`src/rtl/taxi_qspi_flash_target.sv`:
```
// QSPI flash target (responder) serving read-only commands from a byte-wide memory port.
// All QSPI pins are oversampled in the clk domain; clk must run at least 8x qspi_clk.
//
// Ports:
//   clk          local clock
//   rst_n        asynchronous active-low reset (released synchronously inside)
//   qspi_clk     SCK from controller, mode 0
//   qspi_cs      chip select, active low
//   qspi_dq_i    DQ from controller (dq[0] = MOSI)
//   qspi_dq_o    DQ driven by target
//   qspi_dq_oe   per-bit output enable
//   mem_addr     memory read address
//   mem_rd_en    memory read strobe, one cycle per byte
//   mem_rd_data  memory read data, valid one clk after mem_rd_en
//   busy         a supported command is selected
//   cmd_err      one-cycle pulse on unsupported opcode
module taxi_qspi_flash_target #(
   parameter int unsigned ADDR_W    = 24,
   parameter logic [23:0] JEDEC_ID  = 24'h20BB20,
   parameter int unsigned DUMMY_CYC = 8
) (
   input  logic              clk,
   input  logic              rst_n,
   input  logic              qspi_clk,
   input  logic              qspi_cs,
   input  logic [3:0]        qspi_dq_i,
   output logic [3:0]        qspi_dq_o,
   output logic [3:0]        qspi_dq_oe,
   output logic [ADDR_W-1:0] mem_addr,
   output logic              mem_rd_en,
   input  logic [7:0]        mem_rd_data,
   output logic              busy,
   output logic              cmd_err
);

   localparam int unsigned CntW = $clog2(ADDR_W + DUMMY_CYC + 8);

   localparam logic [7:0] OpReadId = 8'h9F;
   localparam logic [7:0] OpStatus = 8'h05;
   localparam logic [7:0] OpRead   = 8'h03;
   localparam logic [7:0] OpFast   = 8'h0B;
   localparam logic [7:0] OpQuad   = 8'h6B;

   typedef enum logic [2:0] {
      StIdle, StCmd, StAddr, StDummy, StData, StIgnore
   } state_e;

   // Reset: asynchronous assert, two-flop synchronous release.
   logic [1:0] rst_sync_q;
   logic       rst_int_n;

   always_ff @(posedge clk or negedge rst_n) begin
      if (!rst_n) rst_sync_q <= '0;
      else        rst_sync_q <= {rst_sync_q[0], 1'b1};
   end

   assign rst_int_n = rst_sync_q[1];

   // Pin synchronizers; sck keeps a third stage for edge detection.
   logic [2:0]      sck_sync_q;
   logic [1:0]      cs_sync_q;
   logic [1:0][3:0] dq_sync_q;
   logic            cs_s, sck_rise, sck_fall;
   logic [3:0]      dq_s;

   always_ff @(posedge clk or negedge rst_int_n) begin
      if (!rst_int_n) begin
         sck_sync_q <= '0;
         cs_sync_q  <= '0;  // low until seen high, so a transaction in flight is not armed
         dq_sync_q  <= '0;
      end else begin
         sck_sync_q <= {sck_sync_q[1:0], qspi_clk};
         cs_sync_q  <= {cs_sync_q[0], qspi_cs};
         dq_sync_q  <= {dq_sync_q[0], qspi_dq_i};
      end
   end

   assign cs_s     = cs_sync_q[1];
   assign dq_s     = dq_sync_q[1];
   assign sck_rise = sck_sync_q[1] & ~sck_sync_q[2];
   assign sck_fall = ~sck_sync_q[1] & sck_sync_q[2];

   // All supported commands shift in on dq[0]; the other input lanes are never sampled.
   logic unused_dq;
   assign unused_dq = ^dq_s[3:1];

   state_e            state_q, state_d;
   logic              armed_q, armed_d;
   logic [CntW-1:0]   cnt_q, cnt_d;
   logic [7:0]        cmd_sh_q, cmd_sh_d;
   logic [7:0]        op_q, op_d;
   logic [ADDR_W-1:0] addr_sh_q, addr_sh_d;
   logic [ADDR_W-1:0] mem_addr_q, mem_addr_d;
   logic              mem_rd_en_q, mem_rd_en_d;
   logic              rd_pend_q, rd_pend_d;
   logic [7:0]        byte_q, byte_d;     // next byte to send
   logic [7:0]        tx_q, tx_d;         // byte being shifted out
   logic [2:0]        tx_cnt_q, tx_cnt_d; // shifts left in tx_q; 0 means load byte_q next
   logic [1:0]        id_idx_q, id_idx_d;
   logic [3:0]        dq_o_q, dq_o_d;
   logic [3:0]        dq_oe_q, dq_oe_d;
   logic              cmd_err_q, cmd_err_d;
   logic [7:0]        opcode;
   logic              quad;

   assign opcode = {cmd_sh_q[6:0], dq_s[0]};
   assign quad   = (op_q == OpQuad);

   always_ff @(posedge clk or negedge rst_int_n) begin
      if (!rst_int_n) begin
         state_q     <= StIdle;
         armed_q     <= 1'b0;
         cnt_q       <= '0;
         cmd_sh_q    <= '0;
         op_q        <= '0;
         addr_sh_q   <= '0;
         mem_addr_q  <= '0;
         mem_rd_en_q <= 1'b0;
         rd_pend_q   <= 1'b0;
         byte_q      <= '0;
         tx_q        <= '0;
         tx_cnt_q    <= '0;
         id_idx_q    <= '0;
         dq_o_q      <= '0;
         dq_oe_q     <= '0;
         cmd_err_q   <= 1'b0;
      end else begin
         state_q     <= state_d;
         armed_q     <= armed_d;
         cnt_q       <= cnt_d;
         cmd_sh_q    <= cmd_sh_d;
         op_q        <= op_d;
         addr_sh_q   <= addr_sh_d;
         mem_addr_q  <= mem_addr_d;
         mem_rd_en_q <= mem_rd_en_d;
         rd_pend_q   <= rd_pend_d;
         byte_q      <= byte_d;
         tx_q        <= tx_d;
         tx_cnt_q    <= tx_cnt_d;
         id_idx_q    <= id_idx_d;
         dq_o_q      <= dq_o_d;
         dq_oe_q     <= dq_oe_d;
         cmd_err_q   <= cmd_err_d;
      end
   end

   always_comb begin
      state_d     = state_q;
      armed_d     = armed_q;
      cnt_d       = cnt_q;
      cmd_sh_d    = cmd_sh_q;
      op_d        = op_q;
      addr_sh_d   = addr_sh_q;
      mem_addr_d  = mem_addr_q;
      mem_rd_en_d = 1'b0;
      rd_pend_d   = mem_rd_en_q;
      byte_d      = rd_pend_q ? mem_rd_data : byte_q;
      tx_d        = tx_q;
      tx_cnt_d    = tx_cnt_q;
      id_idx_d    = id_idx_q;
      dq_o_d      = dq_o_q;
      dq_oe_d     = dq_oe_q;
      cmd_err_d   = 1'b0;

      // cs high overrides everything, including a coincident SCK edge.
      if (cs_s) begin
         state_d = StIdle;
         armed_d = 1'b1;
         dq_o_d  = '0;
         dq_oe_d = '0;
      end else begin
         unique case (state_q)
            StIdle: begin
               if (armed_q) begin
                  state_d = StCmd;
                  cnt_d   = '0;
               end
            end
            StCmd: begin
               if (sck_rise) begin
                  cmd_sh_d = opcode;
                  cnt_d    = cnt_q + CntW'(1);
                  if (cnt_q == CntW'(7)) begin
                     op_d  = opcode;
                     cnt_d = '0;
                     case (opcode)
                        OpReadId: begin
                           state_d  = StData;
                           byte_d   = JEDEC_ID[23:16];
                           id_idx_d = 2'd1;
                           tx_cnt_d = '0;
                           dq_oe_d  = 4'b0010;
                        end
                        OpStatus: begin
                           state_d  = StData;
                           byte_d   = 8'h00;
                           tx_cnt_d = '0;
                           dq_oe_d  = 4'b0010;
                        end
                        OpRead, OpFast, OpQuad: state_d = StAddr;
                        default: begin
                           state_d   = StIgnore;
                           cmd_err_d = 1'b1;
                        end
                     endcase
                  end
               end
            end
            StAddr: begin
               if (sck_rise) begin
                  addr_sh_d = {addr_sh_q[ADDR_W-2:0], dq_s[0]};
                  cnt_d     = cnt_q + CntW'(1);
                  if (cnt_q == CntW'(ADDR_W - 1)) begin
                     mem_addr_d  = addr_sh_d;
                     mem_rd_en_d = 1'b1;
                     cnt_d       = '0;
                     if (op_q == OpRead || DUMMY_CYC == 0) begin
                        state_d  = StData;
                        tx_cnt_d = '0;
                        dq_oe_d  = quad ? 4'hF : 4'b0010;
                     end else begin
                        state_d = StDummy;
                     end
                  end
               end
            end
            StDummy: begin
               if (sck_rise) begin
                  cnt_d = cnt_q + CntW'(1);
                  if (cnt_q == CntW'(DUMMY_CYC - 1)) begin
                     state_d  = StData;
                     tx_cnt_d = '0;
                     dq_oe_d  = quad ? 4'hF : 4'b0010;
                  end
               end
            end
            StData: begin
               if (sck_fall) begin
                  if (tx_cnt_q == 3'd0) begin
                     if (quad) begin
                        dq_o_d   = byte_q[7:4];
                        tx_d     = {byte_q[3:0], 4'h0};
                        tx_cnt_d = 3'd1;
                     end else begin
                        dq_o_d   = {2'b00, byte_q[7], 1'b0};
                        tx_d     = {byte_q[6:0], 1'b0};
                        tx_cnt_d = 3'd7;
                     end
                     // Byte consumed: stage the following one.
                     if (op_q == OpReadId) begin
                        unique case (id_idx_q)
                           2'd1:    byte_d = JEDEC_ID[15:8];
                           2'd2:    byte_d = JEDEC_ID[7:0];
                           default: byte_d = 8'h00;
                        endcase
                        if (id_idx_q != 2'd3) id_idx_d = id_idx_q + 2'd1;
                     end else if (op_q == OpStatus) begin
                        byte_d = 8'h00;
                     end else begin
                        mem_addr_d  = mem_addr_q + ADDR_W'(1);
                        mem_rd_en_d = 1'b1;
                     end
                  end else begin
                     if (quad) begin
                        dq_o_d = tx_q[7:4];
                        tx_d   = {tx_q[3:0], 4'h0};
                     end else begin
                        dq_o_d = {2'b00, tx_q[7], 1'b0};
                        tx_d   = {tx_q[6:0], 1'b0};
                     end
                     tx_cnt_d = tx_cnt_q - 3'd1;
                  end
               end
            end
            StIgnore: ;
            default: state_d = StIdle;
         endcase
      end
   end

   assign qspi_dq_o  = dq_o_q;
   assign qspi_dq_oe = dq_oe_q;
   assign mem_addr   = mem_addr_q;
   assign mem_rd_en  = mem_rd_en_q;
   assign cmd_err    = cmd_err_q;
   assign busy       = (state_q == StCmd) || (state_q == StAddr) ||
                       (state_q == StDummy) || (state_q == StData);

endmodule

```
`config.mk`:
```
export PLATFORM = sky130hd
export DESIGN_NAME = taxi_qspi_flash_target
export DESIGN_NICKNAME = d
export VERILOG_FILES = /design/src/rtl/taxi_qspi_flash_target.sv
export SDC_FILE = /design/constraint.sdc
export NUM_CORES = 1
export LEC_CHECK = 0
export ABC_AREA = 1
export CAP_MARGIN = 10
export CELL_PAD_IN_SITES_DETAIL_PLACEMENT = 1
export CELL_PAD_IN_SITES_GLOBAL_PLACEMENT = 2
export CORE_MARGIN = 1
export CORE_UTILIZATION = 38
export CTS_BUF_LIST = sky130_fd_sc_hd__clkbuf_8
export DETAILED_ROUTE_END_ITERATION = 10
export DONT_BUFFER_PORTS = 1
export PLACE_DENSITY = 0.84
export REMOVE_ABC_BUFFERS = 1
export SETUP_SLACK_MARGIN = 0.5
export SYNTH_ARGS = -nofsm -noshare
export SYNTH_HDL_FRONTEND = slang
export SYNTH_SLANG_ARGS = --single-unit
```
`constraint.sdc`:
```
create_clock -name clk -period 3.65 [get_ports clk]
set_input_delay 1.095 -clock clk [delete_from_list [all_inputs] [get_ports clk]]
set_output_delay 1.095 -clock clk [all_outputs]
set_load 0.01 [all_outputs]
```
=== After elaboration in Yosys (flattened, before gate mapping) ===
Index checks and enable logic that the tools add are counted.

* Register bits after elaboration: 113
* Word-level logic and storage cells: 191

* Add/sub/neg operators: 4
* Equal/unequal tests: 45
* Mux-type cells: 89
* Bitwise gates (word level): 5
* Reductions and logical operators: 27

{| class="wikitable"
|+ Operator list
! kind !! number
|-
| two-way mux 24 bit || 6
|-
| two-way mux 8 bit || 11
|-
| two-way mux 4 bit || 16
|-
| two-way mux 3 bit || 20
|-
| one-hot mux 24 bit (2 select lines) || 1
|-
| one-hot mux 8 bit (2 select lines) || 3
|-
| two-way mux 6 bit || 6
|-
| != test 2 bit, second input constant || 16
|-
| != test 3 bit, second input constant || 9
|-
| adder 24 x 1 -> 24 bit, second input constant || 1
|-
| one-hot mux 6 bit (4 select lines) || 1
|-
| AND reduction 9 bit || 2
|-
| == test 8 x 2 -> 1 bit, second input constant || 2
|-
| == test 8 x 3 -> 1 bit, second input constant || 2
|-
| == test 8 x 7 -> 1 bit, second input constant || 2
|-
| == test 8 bit, second input constant || 2
|-
| AND reduction 8 bit || 2
|-
| one-hot mux 3 bit (5 select lines) || 1
|-
| two-way mux 2 bit || 7
|-
| two-way mux 1 bit || 12
|-
| one-hot mux 3 bit (4 select lines) || 1
|-
| one-hot mux 4 bit (3 select lines) || 1
|-
| nonzero test 4 bit || 3
|-
| AND reduction 11 bit || 1
|-
| other kinds (27) || 42
|}

=== Depth between registers and ports, before layout ===
* Depth in word-level cells: 7
* Depth in mapped cells: 14
* Gate-level depth less buffers: 14

=== Worst setup path before layout ===
No wires, ideal clock.

* Path type: register -> output
* Start: reg state_q[0]
* End: out busy
* Arrival time: 925 ps
* Required time: 2555 ps
* Path slack: 1630 ps
* Cell stages (with the launch flop): 5
* Path buffers: 0
* Cell sequence: dfrtp_1 inv_1 nor2_1 nand2_2 nand3_1

* Word-level cells in the longest chain between the ends: 4
* Elaborated cells between the ends (all ways): 7
* Classes of those cells: eq/ne (4); reduce/logical (3)

{| class="wikitable"
|+ RTL lines
! what !! line !! source
|-
| start, declared || 87 || <nowiki>state_e state_q, state_d;</nowiki>
|-
| start signal, assigned || 111 || <nowiki>state_q <= StIdle;</nowiki>
|-
| start signal, assigned || 128 || <nowiki>state_q <= state_d;</nowiki>
|-
| == test 3 x 1 -> 1 bit / == test 3 x 2 -> 1 bit (equally long branches) || 286 || <nowiki>assign busy = (state_q == StCmd) || (state_q == StAddr) ||</nowiki>
|-
| logical OR 1 bit (2 in series) || 286 ||
|-
| logical OR 1 bit * || 287 || <nowiki>(state_q == StDummy) || (state_q == StData);</nowiki>
|-
| end, declared || 32 || <nowiki>output logic busy,</nowiki>
|}

Every way passes the cells marked *; elsewhere a longest branch is shown, timed or not.

=== Final worst setup path ===
Ends and elaborated chain as after synthesis.

==> results.ini <==
[routing]
vias = 5417
drt-total-wl_um = 16500
postRouteAntennaNets = 0
first_pass_iters = 6
drc_errors = 0
wire_per_inst_um = 15.7
first_iter_violations = 269
vias_per_cell = 5.13

[floorplanning]
start_util_pct = 39.4
core_area_mm2 = 0.0154
die_area_mm2 = 0.0165
die_y_um = 128
num_io_pins = 51
die_x_um = 128
fp-row-count = 45

[setup_path]
timing.rr.end = byte_q[6]$_DFF_PN0_
crit_buf_inv = 1
cpMaxStageDelayCell = dfrtp_1
cp_top_family = flip-flops
crit_required_ns = 2.55
worstPathCellList = inv_1, nor2_1, nand2_2, nand3_1
critPathCaptureType = output port
r2r_cells = 10
cp.depth = 4
regToRegStartpoint = tx_cnt_q[0]$_DFFE_PN0P_
rrSetupSlack_ns = 1.13
cp-start-kind = register
cp_data_arrival_time_ns = 1.51
setup.worst_path.class = register to output port
max_stage_delay_ns = 0.52
cp_max_fo = 7

[sta]
whs_ns = 0.365
skew_ns = 0.0123
hold_viol = 0
final_max_slew_viol_count = 0
setup_tns_ns = 0
max-slew-margin-rel_pct = 36.0
setup_viol = 0
fin_crit_ns = 2.61
clock.fmax_mhz = 383
finalCritPeriodShare_pct = 71.5
timing.final.ws_setup_ns = 1.04
worstMarginPinSlew_ns = 0.961
rsz0062_at_grt = false

[clock_tree]
root_buffer = clkbuf_8
clk_pin_slew_ns = 0.10
cts_resized = 0
cts_num_sinks = 110
cts_inserted_buffers = 9
post_cts_buffers = 0
clockBufferDepth = 2
cts_tree = yes
insertion_delay_ns = 0.41
cts_max_level = 3
holdBufCountCts = 0

[layout]
antennaDiodeCount = 0
area_growth_pct = 7.10
fin_nets = 861
final.fill_count = 1958
final_cells = 1055
post_route_cells_drive_above_1_share_pct = 5.33

[grt]
grt-ovfl-total = 0
grt_pass1_wl_um = 28300
grt.total_usage_pct = 21.9
antenna_found_initial = 0
grt_max_degree = 74
grt_pass1_vias = 5674

[placement]
dp_slack_ns = 1.13
routabilityCongestion = 0.823
io_buffers = 0
place_hpwl_um = 12300
dp.cells = 1039

[logic_synthesis]
syn_area_mm2 = 0.00606
ys_ff_latch = 110
synth_top_family_by_area = simple AND/OR/NAND/NOR gates
synth_compound_area_share_pct = 11.7
synthAdderAreaFrac_pct = 1.24
synth-seq-area-share_pct = 45.4
yosysWarnings = 0
synthMuxAreaShare_pct = 0.330
syn_avg_cell_area_um2 = 7.16
synth-xor-area-share_pct = 0.433
syn_inst = 847
synth_cell_type_count = 37
synth-simple-area-share_pct = 32.6

[run_status]
outcome = finished, final reports clean

[power]
p_leak_uw = 0.00305
ir_drop_uv = 201
p_per_area_mw_per_mm2 = 572

[flow_run]
cap_violations = 0

[hold_path]
hp-class = register to register
hold_depth = 0
hold_start = dq_sync_q[0]$_DFF_PN0_
min_to = dq_s[0]$_DFF_PN0_

metrics by stage:
step	util, %	area, µm²	power [µW]
finish	42.2	6490	3720
global route	42.2	6490	4010
CTS	42.2	6490	3770
detailed placement	40.6	6240	2820
global placement	40.6	6240	2750
floorplan	-	5930	2450
layout by cell type, fill, tap and decap left out, types with 4 or more instances in the layout:
cell        n
nand2_1   315
o211ai_1    6
inv_2       5
nor2_1     72
a21oi_1    17
dfrtp_1   109
nand2_4     4
nand3_1    51
clkbuf_8    9
buf_4       6
nor3_1     12
inv_1      90
o21ai_0    93
ha_1        6
nand4_1     7
final cells by class:
| class | count | area, µm² | area share (%) |
|---|---|---|---|
| Clock inverter | 7 | 128 | 1.97 |
| Clock buffer | 9 | 124 | 1.91 |
| Multi-Input combinational cell | 616 | 2810 | 43.3 |
| Timing Repair Buffer | 6 | 45.0 | 0.694 |
| Tap cell | 211 | 264 | 4.07 |
| Inverter | 96 | 363 | 5.59 |
| Sequential cell | 110 | 2760 | 42.4 |
layer usage:
metal | global-route usage, % | up-vias | part of all wire, %
met4 | 4.71 | 0 | 0.87
met3 | 5.18 | 12 | 3.6
li1 | - | 2671 | -
met5 | 0 | - | 0
met1 | 29.7 | 2684 | 49
met2 | 35.5 | 50 | 47
worst max path at each step:
| stage | from | end | slack, ns |
|---|---|---|---|
| floorplan | rst_sync_q[1]$_DFF_PN0_ | addr_sh_q[0]$_DFFE_PN0P_ | 0.36 |
| global placement | tx_cnt_q[0]$_DFFE_PN0P_ | byte_q[2]$_DFF_PN0_ | 1.19 |
| detailed placement | tx_cnt_q[0]$_DFFE_PN0P_ | byte_q[2]$_DFF_PN0_ | 1.13 |
| CTS | state_q[0]$_DFFE_PN0P_ | busy | 1.0 |
| global route | tx_cnt_q[0]$_DFFE_PN0P_ | byte_q[2]$_DFF_PN0_ | 0.80 |
| finish | state_q[0]$_DFFE_PN0P_ | busy | 1.04 |
Yosys cell counts (all sizes together):
library cell	number	area share, %
or2	1	0.10
clkbuf	12	0.74
nand3b	3	0.37
o211ai	8	1.2
inv	96	6.0
a31oi	3	0.31
conb	1	0.062
nand4	7	0.72
o2111ai	1	0.14
a21oi	17	1.4
dfrtp	110	45
mux2i	2	0.33
buf	13	1.5
a32o	3	0.50
nand2	321	20
nand3	53	4.7
nor3b	1	0.12
ha	6	1.2
xor2	3	0.43
o21bai	1	0.12
nor3	13	1.2
a22oi	1	0.12
o21ai	96	8.0
nor2	75	5.0
registers in the layout, summed over array words and instances (netlist names), 2 cells and up:
signal,cells
mem_addr,24
cs_sync_q,2
qspi_dq_o,4
cnt_q,6
state_q,3
tx_q,7
id_idx_q,2
qspi_dq_oe,2
cmd_sh_q,7
addr_sh_q,23
rst_sync_q,2
tx_cnt_q,3
op_q,8
sck_sync_q,3
byte_q,8
cell families (layout without fill, tap and decap cells):
| kind of cell | count (synthesis) | after routing |
|---|---|---|
| AOI/OAI and AO/OA | 130 | 130 |
| and+or+nand+nor | 474 | 474 |
| xor gates and xnor gates | 3 | 3 |
| muxes | 2 | 2 |
| adders and majority gates | 6 | 6 |
| DFF | 110 | 110 |
| other | 1 | 1 |
| buffers and inverters | 121 | 118 |
where the power goes:
group,internal [µW],switching (µW)
clock,467,464
sequential,1400,242
combinational,352,792
total,2220,1500
Note: power is estimated with default switching activity, not from simulation.
